--- src/rtl/types_pkg.sv ---
// Shared types and constants for the ALU reservation-station scheduler.
package types_pkg;

    localparam int unsigned ALU_RS_DEPTH = 8;
    localparam int unsigned PREG_W       = 8;

    // Per-entry scheduling state; payload lives in a separate RAM indexed by entry number.
    typedef struct packed {
        logic              busy;
        logic [PREG_W-1:0] pr1;
        logic [PREG_W-1:0] pr2;
        logic              rdy1;
        logic              rdy2;
    } rs_sched_entry_t;

endpackage

--- src/rtl/age_matrix_select.sv ---
// Oldest-first selector: grants the requester that has no older requester.
module age_matrix_select #(
    parameter int unsigned DEPTH = 8
) (
    input  logic [DEPTH-1:0]         req_i,
    input  logic [DEPTH*DEPTH-1:0]   older_i,  // row i at [i*DEPTH +: DEPTH], bit j = j older than i
    output logic [DEPTH-1:0]         grant_o,
    output logic [$clog2(DEPTH)-1:0] idx_o,
    output logic                     any_o
);

    localparam int unsigned IDX_W = $clog2(DEPTH);

    // Grant and encode; the age matrix keeps the grant one-hot so OR-encoding is exact.
    always_comb begin
        grant_o = '0;
        idx_o   = '0;
        any_o   = |req_i;
        for (int unsigned i = 0; i < DEPTH; i++) begin
            grant_o[i] = req_i[i] && ((older_i[i*DEPTH +: DEPTH] & req_i) == '0);
            if (grant_o[i]) begin
                idx_o = idx_o | IDX_W'(i);
            end
        end
    end

endmodule

--- src/rtl/alu_rs_issue_scheduler.sv ---
// Issue scheduler for the ALU reservation station: allocation, wakeup and oldest-ready select.
module alu_rs_issue_scheduler
    import types_pkg::ALU_RS_DEPTH, types_pkg::rs_sched_entry_t;
#(
    parameter int unsigned DEPTH  = ALU_RS_DEPTH,
    parameter int unsigned PREG_W = types_pkg::PREG_W,  // must equal the packaged tag width
    parameter int unsigned NUM_WB = 2
) (
    input  logic                       clk,
    input  logic                       reset,
    input  logic                       alloc_valid,
    output logic                       alloc_ready,
    input  logic [PREG_W-1:0]          alloc_pr1,
    input  logic [PREG_W-1:0]          alloc_pr2,
    input  logic                       alloc_pr1_ready,
    input  logic                       alloc_pr2_ready,
    output logic [$clog2(DEPTH)-1:0]   alloc_idx,
    input  logic [NUM_WB-1:0]          wb_valid,
    input  logic [NUM_WB*PREG_W-1:0]   wb_preg,
    output logic                       issue_valid,
    input  logic                       issue_ready,
    output logic [$clog2(DEPTH)-1:0]   issue_idx,
    input  logic                       flush,
    output logic [$clog2(DEPTH):0]     occupancy
);

    localparam int unsigned IDX_W = $clog2(DEPTH);
    localparam int unsigned OCC_W = IDX_W + 1;

    rs_sched_entry_t          entry_q [DEPTH];
    rs_sched_entry_t          entry_d [DEPTH];
    logic [DEPTH-1:0]         older_q [DEPTH];
    logic [DEPTH-1:0]         older_d [DEPTH];

    logic [DEPTH-1:0]         busy;
    logic [DEPTH-1:0]         req;
    logic [DEPTH-1:0]         grant;
    logic [DEPTH*DEPTH-1:0]   older_flat;
    logic [DEPTH-1:0]         wake1;
    logic [DEPTH-1:0]         wake2;
    logic                     free_any;
    logic                     byp1;
    logic                     byp2;
    logic                     alloc_fire;
    logic                     issue_fire;

    // Status derived from registered state only: candidates, free slot and occupancy.
    always_comb begin
        busy       = '0;
        req        = '0;
        older_flat = '0;
        occupancy  = '0;
        alloc_idx  = '0;
        free_any   = 1'b0;
        for (int unsigned i = 0; i < DEPTH; i++) begin
            busy[i]                    = entry_q[i].busy;
            req[i]                     = entry_q[i].busy && entry_q[i].rdy1 && entry_q[i].rdy2;
            older_flat[i*DEPTH +: DEPTH] = older_q[i];
            occupancy                  = occupancy + OCC_W'(entry_q[i].busy);
        end
        // Downward scan so the lowest free index is the last one written.
        for (int i = int'(DEPTH) - 1; i >= 0; i--) begin
            if (!busy[i]) begin
                alloc_idx = IDX_W'(i);
                free_any  = 1'b1;
            end
        end
    end

    age_matrix_select #(
        .DEPTH (DEPTH)
    ) u_select (
        .req_i   (req),
        .older_i (older_flat),
        .grant_o (grant),
        .idx_o   (issue_idx),
        .any_o   (issue_valid)
    );

    assign alloc_ready = free_any && !flush;
    assign alloc_fire  = alloc_valid && alloc_ready;
    assign issue_fire  = issue_valid && issue_ready;

    // Tag match of every writeback port against stored sources and the incoming alloc sources.
    always_comb begin
        wake1 = '0;
        wake2 = '0;
        byp1  = alloc_pr1_ready || (alloc_pr1 == '0);
        byp2  = alloc_pr2_ready || (alloc_pr2 == '0);
        for (int unsigned p = 0; p < NUM_WB; p++) begin
            if (wb_valid[p]) begin
                for (int unsigned i = 0; i < DEPTH; i++) begin
                    if (wb_preg[p*PREG_W +: PREG_W] == entry_q[i].pr1) wake1[i] = 1'b1;
                    if (wb_preg[p*PREG_W +: PREG_W] == entry_q[i].pr2) wake2[i] = 1'b1;
                end
                if (wb_preg[p*PREG_W +: PREG_W] == alloc_pr1) byp1 = 1'b1;
                if (wb_preg[p*PREG_W +: PREG_W] == alloc_pr2) byp2 = 1'b1;
            end
        end
    end

    // Next state: wakeup, issue clear, allocation with age row, then flush override.
    always_comb begin
        for (int unsigned i = 0; i < DEPTH; i++) begin
            entry_d[i] = entry_q[i];
            older_d[i] = older_q[i];
            if (entry_q[i].busy) begin
                if (wake1[i]) entry_d[i].rdy1 = 1'b1;
                if (wake2[i]) entry_d[i].rdy2 = 1'b1;
            end
            if (issue_fire && grant[i]) begin
                entry_d[i].busy = 1'b0;
            end
        end
        if (alloc_fire) begin
            for (int unsigned i = 0; i < DEPTH; i++) begin
                older_d[i][alloc_idx] = 1'b0;
            end
            entry_d[alloc_idx].busy = 1'b1;
            entry_d[alloc_idx].pr1  = alloc_pr1;
            entry_d[alloc_idx].pr2  = alloc_pr2;
            entry_d[alloc_idx].rdy1 = byp1;
            entry_d[alloc_idx].rdy2 = byp2;
            // Everything still resident after this edge is older than the new entry.
            older_d[alloc_idx]      = busy & ~(issue_fire ? grant : '0);
        end
        if (flush) begin
            for (int unsigned i = 0; i < DEPTH; i++) begin
                entry_d[i].busy = 1'b0;
            end
        end
    end

    // State registers with asynchronous active-low reset.
    always_ff @(posedge clk or negedge reset) begin
        if (!reset) begin
            for (int unsigned i = 0; i < DEPTH; i++) begin
                entry_q[i] <= '0;
                older_q[i] <= '0;
            end
        end else begin
            for (int unsigned i = 0; i < DEPTH; i++) begin
                entry_q[i] <= entry_d[i];
                older_q[i] <= older_d[i];
            end
        end
    end

endmodule
--- config.mk ---
export PLATFORM = sky130hd
export DESIGN_NAME = alu_rs_issue_scheduler
export DESIGN_NICKNAME = d
export VERILOG_FILES = /design/src/rtl/types_pkg.sv /design/src/rtl/age_matrix_select.sv /design/src/rtl/alu_rs_issue_scheduler.sv
export SDC_FILE = /design/constraint.sdc
export NUM_CORES = 1
export LEC_CHECK = 0
export BUFFER_PORTS_ARGS = -buffer_cell sky130_fd_sc_hd__buf_2
export CAP_MARGIN = 20
export CORE_UTILIZATION = 30
export DETAILED_ROUTE_END_ITERATION = 8
export PLACE_DENSITY = 0.56
export SYNTH_ARGS = -nofsm -noshare
export SYNTH_HDL_FRONTEND = slang
export SYNTH_HIERARCHICAL = 1
export SYNTH_SLANG_ARGS = --single-unit
export TNS_END_PERCENT = 30
--- constraint.sdc ---
create_clock -name clk -period 3.74 [get_ports clk]
set_input_delay 0 -clock clk [delete_from_list [all_inputs] [get_ports clk]]
set_output_delay 0 -clock clk [all_outputs]
set_load 0.005 [all_outputs]
==> run summary, run 1 <==
The number of buffers added on ports is 52. The adder-cell share of the synthesized area came out at 0.917%. The worst slew margin relative to its limit is around a quarter. Setup repair after global routing left no endpoint under its margin.

The run finished with clean final reports. Combinational cells account for 13.6% of the total power. After clock tree synthesis, the setup repair step added 0 buffers.

The cell type with the largest total area after synthesis is dfrtp_1. The most used flip-flop cell after synthesis is dfrtp_1. The post-synthesis cell count came out at 1320. The overall power after layout is 5.94 mW. In this run the mean area of a mapped cell was about 9.7 um^2. The power per cell area is between 400 and 500 mW/mm^2. The critical path is of the reg -> out type. The estimated wirelength of the detail-placed design is 29.1 mm. The netlist area before placement is between 0.01 and 0.015 mm^2. At the placement stage, the worst setup path has a slack of 0.783 ns.

The relative contribution of sequential cells to total power is about 43%. The sequential area share after synthesis came out at 42.2%. The internal power of the cells came out at 4.29 mW. The required time reported for the critical path endpoint is between 3 and 4 ns.

The number of nets at the end of the flow is 1405. After Yosys synthesis, and, or, nand and nor cells account for 15.9% of the synthesized area. The global-route usage over all layers is 20.5%.

The total negative setup slack came out at 0 ns. By count the netlist is led by xnor2_1 (232), nand2_1 (225), dfrtp_1 (216). The synthesized flop and latch total came out at 216. The post-CTS resize count came out at 0. The DRC violations left is 0. The setup slack of the worst register-to-register path is around 0.7 ns. By area, the combinational part of the netlist is dominated by XOR/XNOR gates. The maximum frequency from static timing analysis came out at ~290 MHz. The clock passes through at most 3 buffers.

The global-route wire length before repair is slightly below 70 mm. After floorplanning, the core was sized to cover 0.0420 mm^2. The final max-slew violation count came out at 0. The via count of the first global-routing pass came out at 10.6k. Dividing the detail-routed wire length by the instance count gives ~23 um. Among all cell types in the netlist, the one instantiated most often is xnor2_1. CTS placed an instance of clkbuf_16 at the clock tree root. The final clock period utilization by the worst path is 93.7%. For this block, the via count after detailed routing is 10.2k. Once layout is complete, the cells apart from fillers number 1915. The worst hold path belongs to the class in -> async. The met2 usage in global routing came out at 33.5%. The xor and xnor area share after synthesis came out at 19.6%. The detailed router finished its first iteration with 1058 violations. The depth of the most critical reg-to-reg path came out at 7. The met1 track demand over resource came out at between 20% and 30%.

The clock period minus worst slack is 3.50 ns. After synthesis, the largest area contributor takes up 42.2% of total cell area. The fraction of synthesis flops using an asynchronous set or reset pin is 100%. For this block, the routed nets add up to 44.1 mm of wire. The count of final hold-check violations is 0. The number of buffers inserted during clock tree synthesis is 25.

The clock net sink count is 216. The initial core utilization is 30.5%. The top-level port count is 53. The busiest layer in global routing is met2.

The final clock skew came out at between 0.02 and 0.025 ns. At the pin with the least slew margin, the transition time is between 1 and 1.5 ns. In this run the critical register-to-register path is launched from busy[2]. Max-cap violations in this run came to 0.

Of the total power, the share spent switching nets is 27.7%. In this run the number of H-tree levels came out at 1. The type of element launching the critical path is a flip-flop.

The synthesized netlist net count came out at roughly 1.4k. The number of flops mapped to enable cells by yosys came out at 0. The number of placed instances, taps included came out at 1850.

The average via count per standard cell came out at 5.34. The net switching power figure is 1.65 mW. In this run the critical register-to-register path is captured at older_flat[41]. The post-synthesis cell type count came out at just over 60. The worst-path maximum fanout is 8. The leakage power total is 6.34 nW.

The full die area came out at roughly 0.044 mm^2. Entering global routing, the biggest net connects 88 pins. The height of the chip is 209 um. The clock share of power is 43.0%.

The post-detailed-placement cell area came out at around 0.014 mm^2. The clock latency on the worst-skew pair is around 0.57 ns. The first-pass iteration count of the detailed router is 5.

STA classifies the critical path endpoint as an output pin. The post-route cell area is 0.0146 mm^2. The clock-pin slew on the worst setup and hold paths came out at 0.06 ns. Compared with the post-synthesis result, the final layout area differs by 13.8%.

The setup violation total in the final timing report came out at 0. Global routing consumed, on the met3 layer, 3.14% of the routing resources. The fraction of final layout cells sized beyond drive strength 1 came out at 16.8%. The number of placement rows is 75. TritonCTS built the clock tree. The final weighted congestion in routability-driven placement came out at between 0.9 and 1. The synthesis warning total came out at 6.

The total inserted antenna cells is 0. The horizontal die dimension is 209 um. By area the synthesized netlist is led by dfrtp_1 (42%), xnor2_1 (16%), nand2_1 (6.6%), mux2_2 (6.3%), xor2_1 (3.8%). The remaining number of nets flagged by the antenna check after routing came out at 0.

The arrival time at the worst endpoint is 3.50 ns. The initial antenna violation count was 0. The worst path meets setup with about 0.24 ns of slack.

The total global routing overflow is 0. The mux cell area share after synthesis is 8.39%. The worst supply voltage drop on vdd came out at 0.322 mV. The synthesized-area fraction occupied by ao, oa, aoi and oai cells came out at 8.35%.
-- logic make-up (layout without fill, tap and decap cells) --
group                      count (synthesis)  count (layout)
xor gates and xnor gates                 287             287
AOI/OAI and AO/OA                        156             156
muxes                                     94              94
DFF                                      216             216
buffers and inverters                    123             179
and+or+nand+nor                          437             437
adders and majority gates                  7               7
-- critical path, cell delays in order, from the launching register on --
cell and delay (ns):
dfrtp_1 0.47, inv_1 0.11, fa_1 0.51, fa_1 0.43, fa_1 0.49, inv_1 0.04
ha_1 0.20, fa_1 0.44, xor2_1 0.14, buf_2 0.12
-- area by class of cell --
cell class	count	area [um^2]
Clock inverter	8	111
Sequential cell	216	5410
Timing Repair Buffer	108	738
Tap cell	539	674
Fill cell	4301	27500
Clock buffer	38	734
Multi-Input combinational cell	981	6830
Inverter	25	93.8
-- layout by cell type (no fill, tap or decap), types with 4 or more instances in the layout --
cell / synthesis / final
fa_1: 4 / 4
clkinv_2: 0 / 4
a41oi_1: 9 / 9
mux2i_1: 13 / 13
o22a_1: 5 / 5
mux2_2: 72 / 72
clkbuf_8: 0 / 6
clkbuf_1: 35 / 7
a21oi_1: 50 / 50
inv_1: 20 / 20
o31ai_1: 5 / 5
o21ai_0: 24 / 24
nor2_1: 35 / 34
nand2_1: 225 / 225
a211oi_1: 4 / 4
and3_1: 9 / 9
dfrtp_1: 216 / 216
buf_2: 45 / 51
nand4_1: 38 / 38
mux2_4: 9 / 9
nand3_1: 48 / 48
nor3_1: 26 / 25
a31oi_1: 5 / 5
xor2_1: 55 / 55
a22oi_1: 27 / 27
nor4_1: 27 / 27
buf_4: 14 / 37
dlygate4sd3_1: 0 / 19
and2_1: 10 / 10
xnor2_1: 232 / 232
inv_2: 5 / 5
clkbuf_16: 0 / 25
-- worst max-delay path by stage --
stage	cells after the start	start	to	slack, ns
CTS	9	busy[3]	occupancy[2]	0.21
detailed placement	9	busy[3]	occupancy[2]	0.78
global placement	9	busy[3]	occupancy[2]	0.81
floorplan	9	busy[0]	occupancy[2]	0.85
finish	9	busy[3]	occupancy[2]	0.24
global route	9	busy[3]	occupancy[2]	0.09
-- metal layers --
layer  vias to the layer above  wire length [um]
met5                         -                 0
met4                         0              1720
met3                       113              2960
met2                       437             20400
met1                      5114             19000
li1                       4565                 -
-- power groups by stage --
stage | Sequential (mW) | Clock, mW | Combinational, mW
final | 2.58 | 2.56 | 0.807
after global routing | 2.59 | 2.70 | 0.881
after CTS | 2.58 | 2.60 | 0.804
after detailed placement | 2.62 | 0 | 0.786
after global placement | 2.62 | 0 | 0.775
after floorplan | 2.59 | 0 | 0.541
-- metrics by stage --
stage,hold WS [ns],util (%)
final,0.0319,34.7
after global routing,0.0769,34.7
after CTS,0.0238,34.7
after detailed placement,0.0552,32.2
after global placement,0.0441,32.2
after floorplan,-0.296,-
-- repair_timing --
action                                  CTS  global route
hold endpoints to repair                202             0
endpoints found under the setup margin    0             0
hold buffers                             19             0
No activity file was read; power rests on OpenSTA's default activity.
==> inputs of run 2 (changes only) <==
- CORE_ASPECT_RATIO: not set -> 1.2
==> run summary, run 2 (same netlist as run 1, synthesis figures left out) <==
The clock net sink count is 216. In the final design database the tool counted 1411 nets. The relative contribution of sequential cells to total power is between 40% and 50%. The top-level port count came out at 53.

The count of nets left with antenna violations once routing finished came out at 0. Counting buffers and inverters, the worst setup path is 9 cells deep. The arrival time at the worst endpoint is approximately 3.6 ns.

For this run the aggregate overflow at the end of global routing stands at 0. The worst setup path is captured at an output pin. The net switching fraction of the power is 27.4%.

The worst-path maximum fanout came out at 8. The detail-routed net length per standard cell is 22.2 um. The clock share of power is 42.1%. Once routing completed, OpenROAD measured the worst setup slack at 0.142 ns.

Across every metal layer, demand over resource in global routing totals about a fifth. On the worst path, the slowest cell contributes a delay of 0.52 ns. Across the routed clock network, the largest skew measured is 0.0164 ns. The number of violations of the max-capacitance limit is 0. The worst supply voltage drop on vdd is 0.349 mV. The initial antenna violation count is 1. The congestion estimate from routability-driven global placement came to ~0.94. The required time reported for the critical path endpoint is ~3.7 ns. The setup violation total in the final timing report came out at 0.

The signal on the critical path passes through inv_1, fa_1, fa_1, fa_1, inv_1, ha_1, fa_1, xor2_1, buf_2. The post-CTS resize count is 0. The clock period minus worst slack came out at 3.60 ns. The internal power of the cells came out at 4.24 mW. The library cells used most frequently in the layout, excluding fill and tap cells, are xnor2_1 (232), nand2_1 (225), dfrtp_1 (216). The capture point of the critical path is occupancy[2]. The cell family contributing the most delay on the critical path is adder cells.

The worst slew margin relative to its limit is 26.8%. Combinational cells account for between 10% and 20% of the total power. For this configuration, the core starts out at a cell density of between 30% and 40%.

The footprint of the multi-input gates came out at between 0.006 and 0.007 mm^2. Measured in cells, the most critical reg-to-reg path has a length of 7. TritonCTS created 26 clock buffers. The worst setup path is of the reg -> out kind. The area taken by flip-flops and latches is 0.00541 mm^2. The power per cell area came out at 399 mW/mm^2. Prior to clock tree synthesis, the placed netlist has a worst setup slack of 0.689 ns. The worst hold path belongs to the class in -> reg.

The analysis attributes to net switching a power of 1.60 mW. The clock root buffer is clkbuf_16. The starting DRC count in detailed routing is 892. The routed via count is slightly above 10k. The buffer depth of the longest clock path came out at 3.

TritonCTS built the clock tree. After detailed routing, the number of remaining DRC violations is 0. The final max-slew violation count is 0.

The number of placed instances, taps included is 1861. The first global-routing pass estimated 65.6 mm of wire. For flop-to-flop paths, the worst setup slack is 0.67 ns. The post-CTS repair timing setup buffer count came out at 0. Dividing the final minimum period by the clock period gives 96.2%. The maximum frequency from static timing analysis is roughly 280 MHz. The initialized floorplan defines 82 standard-cell rows. The full die area came out at approximately 0.044 mm^2.

Summed over all layers, the routed wires come to approximately 43 mm. The number of standard cells in the layout, taps in and fillers out came out at 1929. The first-pass iteration count of the detailed router is 5. The horizontal die dimension is 191 um.

Of the cells placed in the final design, the portion with a size suffix greater than 1 is between 15 and 20%. Setup total negative slack on the finished layout was measured at 0 ns. The estimated wirelength of the detail-placed design came out at 28.8 mm. The total of fill cells in the finished design is 4223. The leakage power total came out at 6.37 nW. For this design, the slowest cell found on the critical path is fa_1. The clock-pin slew on the worst setup and hold paths is ~0.06 ns.

The synthesis-to-layout area growth is 14.1%. The via count of the first global-routing pass is 10.4k. Counting stages on the worst path, the most repeated cell is fa_1. The average via count per standard cell came out at 5.26. The flow ran to the end, and the final reports show no timing, DRC or antenna violations. The launch point of the worst reg-to-reg path is busy[2].

The number of buffers added on ports came out at 52. The worst register-to-register path ends at older_flat[43]. The number of buffers inserted for hold repair after clock tree synthesis is 19. The level count of the clock H-tree came out at 1. The pin count of the biggest net entering global routing came out at 97. The number of buffers and inverters on the critical path is 3.

Setup repair after global routing left no endpoint under its margin. The count of final hold-check violations came out at 0. The transition at the pin with the smallest max-transition slack is 1.09 ns. The most critical setup path has its startpoint at busy[3]. The worst setup path is launched from a flip-flop.

The library cell used most frequently in the layout, excluding fill and tap cells, is xnor2_1. The clock latency on the worst-skew pair is roughly 0.54 ns. The floorplan core area is 0.0420 mm^2.

The floorplan step set the die height to 228 um.
[run 2: changes by cell type in the layout (fill, tap and decap cells not counted), moves of 2 or more]
cell / change
clkinv_2: +2
clkbuf_16: +2
clkbuf_8: -3
buf_4: +3
clkbuf_1: +3
[run 2: layout make-up]
type                    count  area share (%)
multi-input cells         981            46.7
repair buffers            113            5.52
well taps                 546            4.67
flip-flops and latches    216            36.9
clock buffers              40            5.15
diodes                      1          0.0171
clock inverters             7           0.410
inverters                  25           0.641
[run 2: power groups by stage]
stage / sequential, mW / combinational, mW / clock, mW
6_report: 2.58 / 0.801 / 2.46
5_1_grt: 2.60 / 0.875 / 2.59
4_1_cts: 2.58 / 0.800 / 2.49
3_5_place_dp: 2.62 / 0.781 / 0
3_3_place_gp: 2.62 / 0.771 / 0
2_1_floorplan: 2.59 / 0.541 / 0
[run 2: layer usage]
layer  track usage (%)  vias to the layer above  part of all wire (%)  routed length (um)
met4              7.03                        0                   4.2                1810
li1                  -                     4572                     -                   -
met2              33.9                      395                    49               20800
met1              25.5                     5063                    41               17600
met5                 0                        -                     0                   0
met3              2.66                      112                   6.2                2670
[run 2: per-stage QoR]
stage               util [%]  area (um^2)  total power, mW  hold slack (ns)
detailed placement      32.4        13600             3.40           0.0883
floorplan                  -        12800             3.13           -0.296
CTS                     34.8        14600             5.88           0.0416
finish                  34.9        14600             5.84           0.0455
global route            34.9        14600             6.06            0.105
global placement        32.4        13600             3.39           0.0899
[run 2: worst min-delay path by stage]
stage,start,to,slack (ns),cells past startpoint
floorplan,reset,asynchronous set/reset pin,-0.30,0
global placement,reset,asynchronous set/reset pin,0.09,1
detailed placement,reset,older_flat[37],0.09,1
CTS,alloc_pr2_ready,entry_q[57],0.04,5
global route,wb_valid[0],entry_q[39],0.10,4
finish,alloc_pr2_ready,entry_q[57],0.05,5
[run 2: worst reg2reg max path, delay by kind of cell (launching register included)]
kind | cells | cell delay (ns)
compound gates | 2 | 0.88
buf+inv | 1 | 0.22
flops | 1 | 0.65
simple gates | 4 | 1.22
